## src/rtl/noc_ctrl_pkg.sv

```systemverilog
// Shared definitions for the multicast tag scheduler: FSM states, node tag
// encodings and small elaboration-time helpers.
package noc_ctrl_pkg;

    typedef enum logic [1:0] {
        ST_IDLE,
        ST_ENC,
        ST_OUT,
        ST_DROP
    } sched_state_t;

    localparam logic [1:0] TAG_NONE  = 2'b00;
    localparam logic [1:0] TAG_LEFT  = 2'b01;
    localparam logic [1:0] TAG_RIGHT = 2'b10;
    localparam logic [1:0] TAG_BOTH  = 2'b11;

    function automatic int clog2(input int value);
        int result;
        result = 0;
        while ((1 << result) < value) begin
            result++;
        end
        return result;
    endfunction

    // Heap node j (1..N-1) owns the two tag bits starting here in the tag bus.
    function automatic int node_offset(input int node);
        return 2 * (node - 1);
    endfunction

endpackage

```

## src/rtl/mc_tree_level_encoder.sv

```systemverilog
// One level of the binary multicast tree: turns the children's "any" bits
// into the parents' "any" bits and their 2-bit routing tags.
module mc_tree_level_encoder
    import noc_ctrl_pkg::*;
#(
    parameter int LEVEL = 0
) (
    input  logic [(2 << LEVEL)-1:0] child_any,
    output logic [(1 << LEVEL)-1:0] parent_any,
    output logic [(2 << LEVEL)-1:0] parent_tag
);

    always_comb begin
        parent_any = '0;
        parent_tag = '0;
        for (int i = 0; i < (1 << LEVEL); i++) begin
            parent_tag[2*i +: 2] = (child_any[2*i]   ? TAG_LEFT  : TAG_NONE) |
                                   (child_any[2*i+1] ? TAG_RIGHT : TAG_NONE);
            parent_any[i]        = |parent_tag[2*i +: 2];
        end
    end

endmodule

```

## src/rtl/multicast_tag_scheduler.sv

```systemverilog
// Accepts a payload plus destination mask, builds the binary-tree routing tags
// one level per cycle (leaves to root), then offers the tagged packet downstream.
module multicast_tag_scheduler
    import noc_ctrl_pkg::*;
#(
    parameter int DATA_WIDTH            = 32,
    parameter int NUM_OUTPUT_DATA       = 8,
    parameter int DESTINATION_TAG_WIDTH = 2,
    parameter int DROP_CNT_WIDTH        = 16
) (
    input  logic                                                 clk,
    input  logic                                                 rst_n,
    input  logic                                                 i_en,
    input  logic                                                 i_valid,
    output logic                                                 i_ready,
    input  logic [DATA_WIDTH-1:0]                                i_data_bus,
    input  logic [NUM_OUTPUT_DATA-1:0]                           i_dst_mask,
    output logic                                                 o_valid,
    input  logic                                                 o_ready,
    output logic [DATA_WIDTH-1:0]                                o_data_bus,
    output logic [DESTINATION_TAG_WIDTH*(NUM_OUTPUT_DATA-1)-1:0] o_tag_bus,
    output logic [DROP_CNT_WIDTH-1:0]                            o_drop_cnt
);

    localparam int LOG2N         = clog2(NUM_OUTPUT_DATA);
    localparam int TAG_BUS_WIDTH = DESTINATION_TAG_WIDTH * (NUM_OUTPUT_DATA - 1);
    localparam int LVL_W         = (LOG2N > 1) ? clog2(LOG2N) : 1;

    sched_state_t state, next_state;

    logic [LVL_W-1:0]           level;
    logic [NUM_OUTPUT_DATA-1:0] mask_reg;
    logic [NUM_OUTPUT_DATA-1:1] node_any;
    logic [NUM_OUTPUT_DATA-1:1] enc_any;
    logic [NUM_OUTPUT_DATA-1:1] level_sel;
    logic [TAG_BUS_WIDTH-1:0]   enc_tag;
    logic [TAG_BUS_WIDTH-1:0]   tag_sel;

    // Every level has its own encoder; only the one selected by level is committed.
    for (genvar lv = 0; lv < LOG2N; lv++) begin : g_level
        localparam int W = 1 << lv;
        logic [2*W-1:0] child_any;
        if (lv == LOG2N - 1) begin : g_leaf
            assign child_any = mask_reg;
        end else begin : g_inner
            assign child_any = node_any[2*W +: 2*W];
        end
        mc_tree_level_encoder #(
            .LEVEL(lv)
        ) u_enc (
            .child_any (child_any),
            .parent_any(enc_any[W +: W]),
            .parent_tag(enc_tag[node_offset(W) +: 2*W])
        );
    end

    always_comb begin
        level_sel = '0;
        tag_sel   = '0;
        for (int j = 1; j < NUM_OUTPUT_DATA; j++) begin
            level_sel[j]                 = (j >= (1 << level)) && (j < (2 << level));
            tag_sel[node_offset(j) +: 2] = {2{level_sel[j]}};
        end
    end

    always_ff @(posedge clk) begin
        if (!rst_n) begin
            state <= ST_IDLE;
        end else if (i_en) begin
            state <= next_state;
        end
    end

    always_comb begin
        next_state = state;
        i_ready    = 1'b0;
        if (i_en && rst_n) begin
            case (state)
                ST_IDLE: begin
                    i_ready = 1'b1;
                    if (i_valid) begin
                        next_state = (i_dst_mask == '0) ? ST_DROP : ST_ENC;
                    end
                end
                ST_ENC:  if (level == '0) next_state = ST_OUT;
                ST_OUT:  if (o_ready) next_state = ST_IDLE;
                ST_DROP: next_state = ST_IDLE;
                default: next_state = ST_IDLE;
            endcase
        end
        // Root "any" is always set for a real packet, so an empty tag set is never announced.
        o_valid = (state == ST_OUT) && node_any[1];
    end

    always_ff @(posedge clk) begin
        if (!rst_n) begin
            level      <= '0;
            mask_reg   <= '0;
            node_any   <= '0;
            o_data_bus <= '0;
            o_tag_bus  <= '0;
            o_drop_cnt <= '0;
        end else if (i_en) begin
            case (state)
                ST_IDLE: begin
                    if (i_valid) begin
                        o_data_bus <= i_data_bus;
                        mask_reg   <= i_dst_mask;
                        level      <= LVL_W'(LOG2N - 1);
                    end
                end
                ST_ENC: begin
                    node_any  <= (node_any & ~level_sel) | (enc_any & level_sel);
                    o_tag_bus <= (o_tag_bus & ~tag_sel) | (enc_tag & tag_sel);
                    level     <= level - 1'b1;
                end
                ST_DROP: begin
                    if (o_drop_cnt != '1) begin
                        o_drop_cnt <= o_drop_cnt + 1'b1;
                    end
                end
                default: ;
            endcase
        end
    end

endmodule

```

## config.mk

```make
export PLATFORM = sky130hd
export DESIGN_NAME = multicast_tag_scheduler
export DESIGN_NICKNAME = d
export VERILOG_FILES = /design/src/rtl/noc_ctrl_pkg.sv /design/src/rtl/mc_tree_level_encoder.sv /design/src/rtl/multicast_tag_scheduler.sv
export SDC_FILE = /design/constraint.sdc
export NUM_CORES = 1
export LEC_CHECK = 0
export CAP_MARGIN = 20
export CORE_MARGIN = 2
export CORE_UTILIZATION = 30
export CTS_BUF_LIST = sky130_fd_sc_hd__clkbuf_8
export DETAILED_ROUTE_END_ITERATION = 10
export GPL_TIMING_DRIVEN = 0
export PLACE_DENSITY_LB_ADDON = 0.3
export SYNTH_ARGS = -nofsm -noshare
export SYNTH_HDL_FRONTEND = slang
export SYNTH_SLANG_ARGS = --single-unit
```

## constraint.sdc

```tcl
create_clock -name clk -period 3.9 [get_ports clk]
set_clock_uncertainty 0.1 [all_clocks]
set_input_delay 0.78 -clock clk [delete_from_list [all_inputs] [get_ports clk]]
set_output_delay 0.78 -clock clk [all_outputs]
set_load 0.02 [all_outputs]
```

==> run_results.csv, run 1 <==
group,metric,value,unit
place,placed_cells,642,
yosys,ys_ff_latch,81,
die,die_h,108,um
place,dpl.hpwl,6690,um
worst_setup_path,slowest_stage,"clkdlybuf4s50_1",
worst_setup_path,cp-end-kind,"output port",
die,start_util,0.311,
sta,setup_slack,0.333,ns
clock_tree,clock_latency,0.35,ns
global_routing,grt_pass1_vias,3102,
sta,hold_ws,0.355,ns
routing,via_per_inst,4.85,
global_routing,overflow,0,
routing,drt_iter0_drc,110,
yosys,synth-edff-count,0,
worst_setup_path,required,3.02,ns
worst_setup_path,arrival,2.69,ns
die,die_w,108,um
yosys,yosys.area.top_type_share,0.500,
status,status,"completed",
yosys,syn_area,3240,sq um
sta,final.min_clock_period,3.57,ns
pwr,p_leak,1.60,nW
clock_tree,ctsHoldBuffers,0,
layout,n_antenna_cell,0,
worst_setup_path,max_stage_delay,0.68,ns
worst_setup_path,crit_chain,"clkbuf_1 -> inv_2 -> clkbuf_1 -> nor4b_1 -> clkdlybuf4s50_1",
sta,rsz0062_at_grt,"false",
clock_tree,clkTransAtPathRegs,0.08,ns
layout,area_growth,44.0,%
clock_tree,numCtsBuffers,9,
pwr,powerDensity,352,nW/um^2
sta,fin_setup_tns,0,ns
worst_setup_path,crit_buf_inv,4,
worst_setup_path,setup.worst_path.start,"rst_n",
worst_setup_path,crit_top_cell,"clkbuf_1",
sta,maxSlewViolCount,0,
yosys,synth_common_cells,"nand2_1 (116), dfxtp_1 (81), a21oi_1 (71)",
routing,wl,9080,um
yosys,syn_inst,399,
clock_tree,cts_resized,0,
pwr,peakVddDrop,0.000143,V
yosys,yosysMostFrequentCell,"nand2_1",
layout,fin_area,4670,sq um
layout,finalNonFillerCells,658,
place,placed_cell_area,4490,sq um
place,gp_congestion,0.863,
yosys,yosysSeqAreaShare,0.500,
clock_tree,cts_setup_buffers,0,
global_routing,grt_pass1_wl,14400,um
layout,utilization,0.449,
worst_setup_path,crit_family,"buffers and inverters",
pwr,power,1.64,mW
worst_setup_path,rr_startpoint,"o_drop_cnt[0]$_SDFFE_PN0P_",
sta,maxSlewHeadroom,0.563,
routing,post-route-drc-count,0,
layout,nNetsFinal,566,
routing,via_count,3193,
clock_tree,cts_tree,"yes",
die,io_pins,109,
yosys,syn_nets,448,
global_routing,antenna_found_initial,0,
die,row_count,37,
routing,avgRoutedWirePerCell,13.8,um
clock_tree,h-tree-depth,3,
worst_setup_path,crit_fanout,10,
min_path,hold_start,"o_data_bus[12]$_SDFFE_PN0P_",
flow_run,drv_cap,0,
clock_tree,clockBufferDepth,2,
place,post-place-ws,0.340,ns
yosys,synth_async_sr_flop_share,0,
yosys,synth_top_cell_by_area,"dfxtp_1",
die,core_area,10400,sq um
global_routing,gr-usage-all-layers,0.158,
sta,worst_pin_slew,0.656,ns
min_path,hold_path_class,"flip-flop to flip-flop",
worst_setup_path,start_kind,"input pin",
yosys,synth.area.top_cells,"dfxtp_1 (50%), nand2_1 (13%), a21oi_1 (11%), nor3_1 (2.8%), nand3_1 (1.9%)",
global_routing,grt_max_degree,14,
routing,firstDrtPassIters,4,
clock_tree,clock_sinks,81,
clock_tree,cts-root-buf,"clkbuf_8",
routing,ant_nets,0,
yosys,synth_flop_cell,"dfxtp_1",
yosys,avgSynthCellArea,8.13,sq um
yosys,ys_warn_count,0,
yosys,yosys.cell_types.count,41,
die,die-area,11700,sq um
sta,finalSetupViolCount,0,
sta,hold_viol,0,
worst_setup_path,critical_path_class,"input pin to output port",
sta,fmax,280,MHz
sta,post-route-period-util,0.915,
place,numPortBuffers,107,
layout,drive_gt1_frac,0.0670,
==> cells in the final DEF, fill, tap and decap left out, types with 2 or more instances in the layout <==
master,instances
inv_1,5
or3_1,5
nand4_1,4
buf_4,2
or4_1,6
buf_2,8
ha_1,4
nand3_1,12
nand2b_1,3
clkbuf_1,15
and4_1,2
o31ai_1,5
o41ai_1,2
dfxtp_1,81
nand2_1,116
o21ai_0,5
clkdlybuf4s50_1,107
clkbuf_8,9
nor4_1,3
mux2i_1,3
and3_1,2
nor3_1,18
nor4b_1,2
nor2_1,7
o2111ai_1,2
clkinv_2,2
a21oi_1,71
o311ai_0,2
==> metal layers <==
layer,wire length [um],track usage,vias to the layer above
met1,3920,0.189,1486
li1,-,-,1616
met3,741,0.0591,0
met5,0,0,-
met4,0,0.0403,0
met2,4420,0.266,91
==> final cells by class <==
type	instances	area, sq um
Inverter	4	15.0
Clock inverter	7	63.8
Buffer	26	123
Timing Repair Buffer	107	1070
Clock buffer	9	124
Tap cell	136	170
Multi-Input combinational cell	288	1490
Sequential cell	81	1620
Fill cell	1060	5740
==> cell families (layout without fill, tap and decap cells) <==
| family | Yosys count | count (layout) | synth area share |
|---|---|---|---|
| xor+xnor | 1 | 1 | 0.00270 |
| flops | 81 | 81 | 0.500 |
| buf+inv | 30 | 153 | 0.0424 |
| simple gates | 191 | 191 | 0.280 |
| compound gates | 88 | 88 | 0.147 |
| mux | 4 | 4 | 0.0127 |
| fa+ha+maj | 4 | 4 | 0.0154 |
==> worst reg2reg max path: stages, from the launching register on <==
cell and delay, ns:
dfxtp_1 0.42, ha_1 0.21, nand3_1 0.14, nor4_2 0.38, buf_4 0.24, o311ai_0 0.14, o41ai_1 0.09
==> where the power goes <==
part | switching (mW) | internal [mW] | total (mW) | leakage [nW]
clock | 0.300 | 0.290 | 0.590 | 0.102
sequential | 0.0136 | 0.850 | 0.864 | 0.657
combinational | 0.0978 | 0.0925 | 0.190 | 0.842
==> final timing paths <==
path	to	slack, ns	cells past startpoint
setup / recovery	i_ready	0.33	5
hold / removal	o_data_bus[12]$_SDFFE_PN0P_	0.35	2
setup reg to reg	o_drop_cnt[7]$_SDFFE_PN0P_	2.08	6
hold reg to reg	o_data_bus[12]$_SDFFE_PN0P_	0.35	2
Power figures use the tool's default switching activity.
==> run 2: changes to the inputs <==
--- a/config.mk
+++ b/config.mk
@@ -5,13 +5,14 @@
 export SDC_FILE = /design/constraint.sdc
 export NUM_CORES = 1
 export LEC_CHECK = 0
+export ABC_AREA = 0
 export CAP_MARGIN = 20
 export CORE_MARGIN = 2
 export CORE_UTILIZATION = 30
 export CTS_BUF_LIST = sky130_fd_sc_hd__clkbuf_8
 export DETAILED_ROUTE_END_ITERATION = 10
 export GPL_TIMING_DRIVEN = 0
-export PLACE_DENSITY_LB_ADDON = 0.3
+export PLACE_DENSITY_LB_ADDON = 0.05
 export SYNTH_ARGS = -nofsm -noshare
 export SYNTH_HDL_FRONTEND = slang
 export SYNTH_SLANG_ARGS = --single-unit
==> run_results.csv, run 2 (synthesized netlist as in run 1, its figures left out) <==
group,metric,value,unit
global_routing,antenna_found_initial,0,
clock_tree,cts_tree,"yes",
worst_setup_path,start_kind,"input pin",
place,placed_cells,642,
worst_setup_path,arrival,2.78,ns
global_routing,overflow,0,
routing,via_per_inst,4.81,
pwr,powerDensity,368,nW/um^2
worst_setup_path,reg2regPathDepth,6,
sta,hold_ws,0.357,ns
clock_tree,cts_resized,0,
routing,via_count,3163,
die,die_h,108,um
clock_tree,clock_sinks,81,
layout,nNetsFinal,566,
sta,final.min_clock_period,3.66,ns
sta,fin_setup_tns,0,ns
clock_tree,h-tree-depth,3,
sta,post-route-period-util,0.940,
sta,fmax,273,MHz
sta,finalSetupViolCount,0,
sta,hold_viol,0,
global_routing,grt_pass1_wl,14900,um
worst_setup_path,rr_startpoint,"o_drop_cnt[0]$_SDFFE_PN0P_",
layout,fin_area,4710,sq um
routing,post-route-drc-count,0,
routing,wl,9160,um
worst_setup_path,reg2reg_setup_slack,2.05,ns
layout,drive_gt1_frac,0.0690,
pwr,p_leak,1.62,nW
min_path,hold_depth,2,
global_routing,gr-usage-all-layers,0.163,
routing,ant_nets,0,
place,dpl.hpwl,6600,um
global_routing,grt_pass1_vias,3051,
sta,maxSlewViolCount,0,
die,io_pins,109,
layout,area_growth,45.0,%
clock_tree,cts-root-buf,"clkbuf_8",
die,die_w,108,um
clock_tree,clkTransAtPathRegs,0.08,ns
clock_tree,numCtsBuffers,9,
min_path,hold_path_class,"flip-flop to flip-flop",
layout,n_antenna_cell,0,
sta,rsz0062_at_grt,"false",
worst_setup_path,critical_path_class,"input pin to output port",
worst_setup_path,required,3.02,ns
die,core_area,10400,sq um
clock_tree,cts_setup_buffers,0,
flow_run,drv_cap,0,
clock_tree,clockBufferDepth,2,
worst_setup_path,rr_endpoint,"o_drop_cnt[7]$_SDFFE_PN0P_",
die,die-area,11700,sq um
min_path,min_to,"o_data_bus[1]$_SDFFE_PN0P_",
routing,avgRoutedWirePerCell,13.9,um
place,placed_cell_area,4490,sq um
place,gp_congestion,0.801,
sta,worst_pin_slew,0.637,ns
clock_tree,clock_latency,0.35,ns
routing,firstDrtPassIters,4,
layout,final_common_cell,"nand2_1",
sta,maxSlewHeadroom,0.575,
routing,drt_iter0_drc,109,
die,start_util,0.311,
place,numPortBuffers,107,
clock_tree,ctsHoldBuffers,0,
status,status,"completed",
layout,finalNonFillerCells,658,
worst_setup_path,cp-end-kind,"output port",
worst_setup_path,crit_fanout,10,
pwr,peakVddDrop,0.000200,V
min_path,hold_start,"o_data_bus[1]$_SDFFE_PN0P_",
die,row_count,37,
global_routing,grt_max_degree,14,
layout,layout_common_cells,"nand2_1 (116), clkdlybuf4s50_1 (107), dfxtp_1 (81)",
## run 2: cell types whose count changed in the layout (fill, tap and decap cells not counted)
cell / previous run / this run
bufinv_16: 1 / 2
clkbuf_8: 9 / 10
clkinvlp_4: 1 / 0
inv_1: 5 / 4
## run 2: where the power goes
part	switching, mW	internal (mW)	leakage (nW)	total (mW)
combinational	0.0972	0.0925	0.842	0.190
clock	0.303	0.375	0.117	0.678
sequential	0.0135	0.850	0.657	0.864
total	0.414	1.32	1.62	1.73
## run 2: metrics by stage
step / power [mW] / worst slack (ns) / util
final: 1.73 / 0.235 / 0.452
after CTS: 1.76 / 0.179 / 0.452
after global placement: 1.07 / 0.218 / 0.431
after detailed placement: 1.08 / 0.185 / 0.431
after global routing: 1.81 / 0.0867 / 0.452
after floorplan: 0.969 / 0.892 / -
## run 2: critical path: stages
cell and delay (ns):
clkbuf_1 0.41, inv_2 0.14, clkbuf_1 0.29, nor4b_1 0.48, clkdlybuf4s50_1 0.68
## run 2: routing by layer
layer	share of wire	global-route usage	vias up
met5	0	0	-
met4	0.015	0.0440	0
met3	0.050	0.0512	9
met2	0.47	0.270	70
met1	0.47	0.207	1471
li1	-	-	1613
## run 2: worst max path at each step
stage	startpoint	end	slack, ns	cells past startpoint
global route	rst_n	i_ready	0.09	5
floorplan	rst_n	i_ready	0.89	4
detailed placement	rst_n	i_ready	0.18	5
global placement	rst_n	i_ready	0.22	5
CTS	rst_n	i_ready	0.18	5
finish	rst_n	i_ready	0.24	5
## run 2: layout make-up
class	instances	area, sq um
fillers	1081	5710
flip-flops and latches	81	1620
multi-input cells	288	1490
repair buffers	107	1070
well taps	136	170
clock buffers	10	138
plain buffers	26	123
clock inverters	6	82.6
inverters	4	15.0
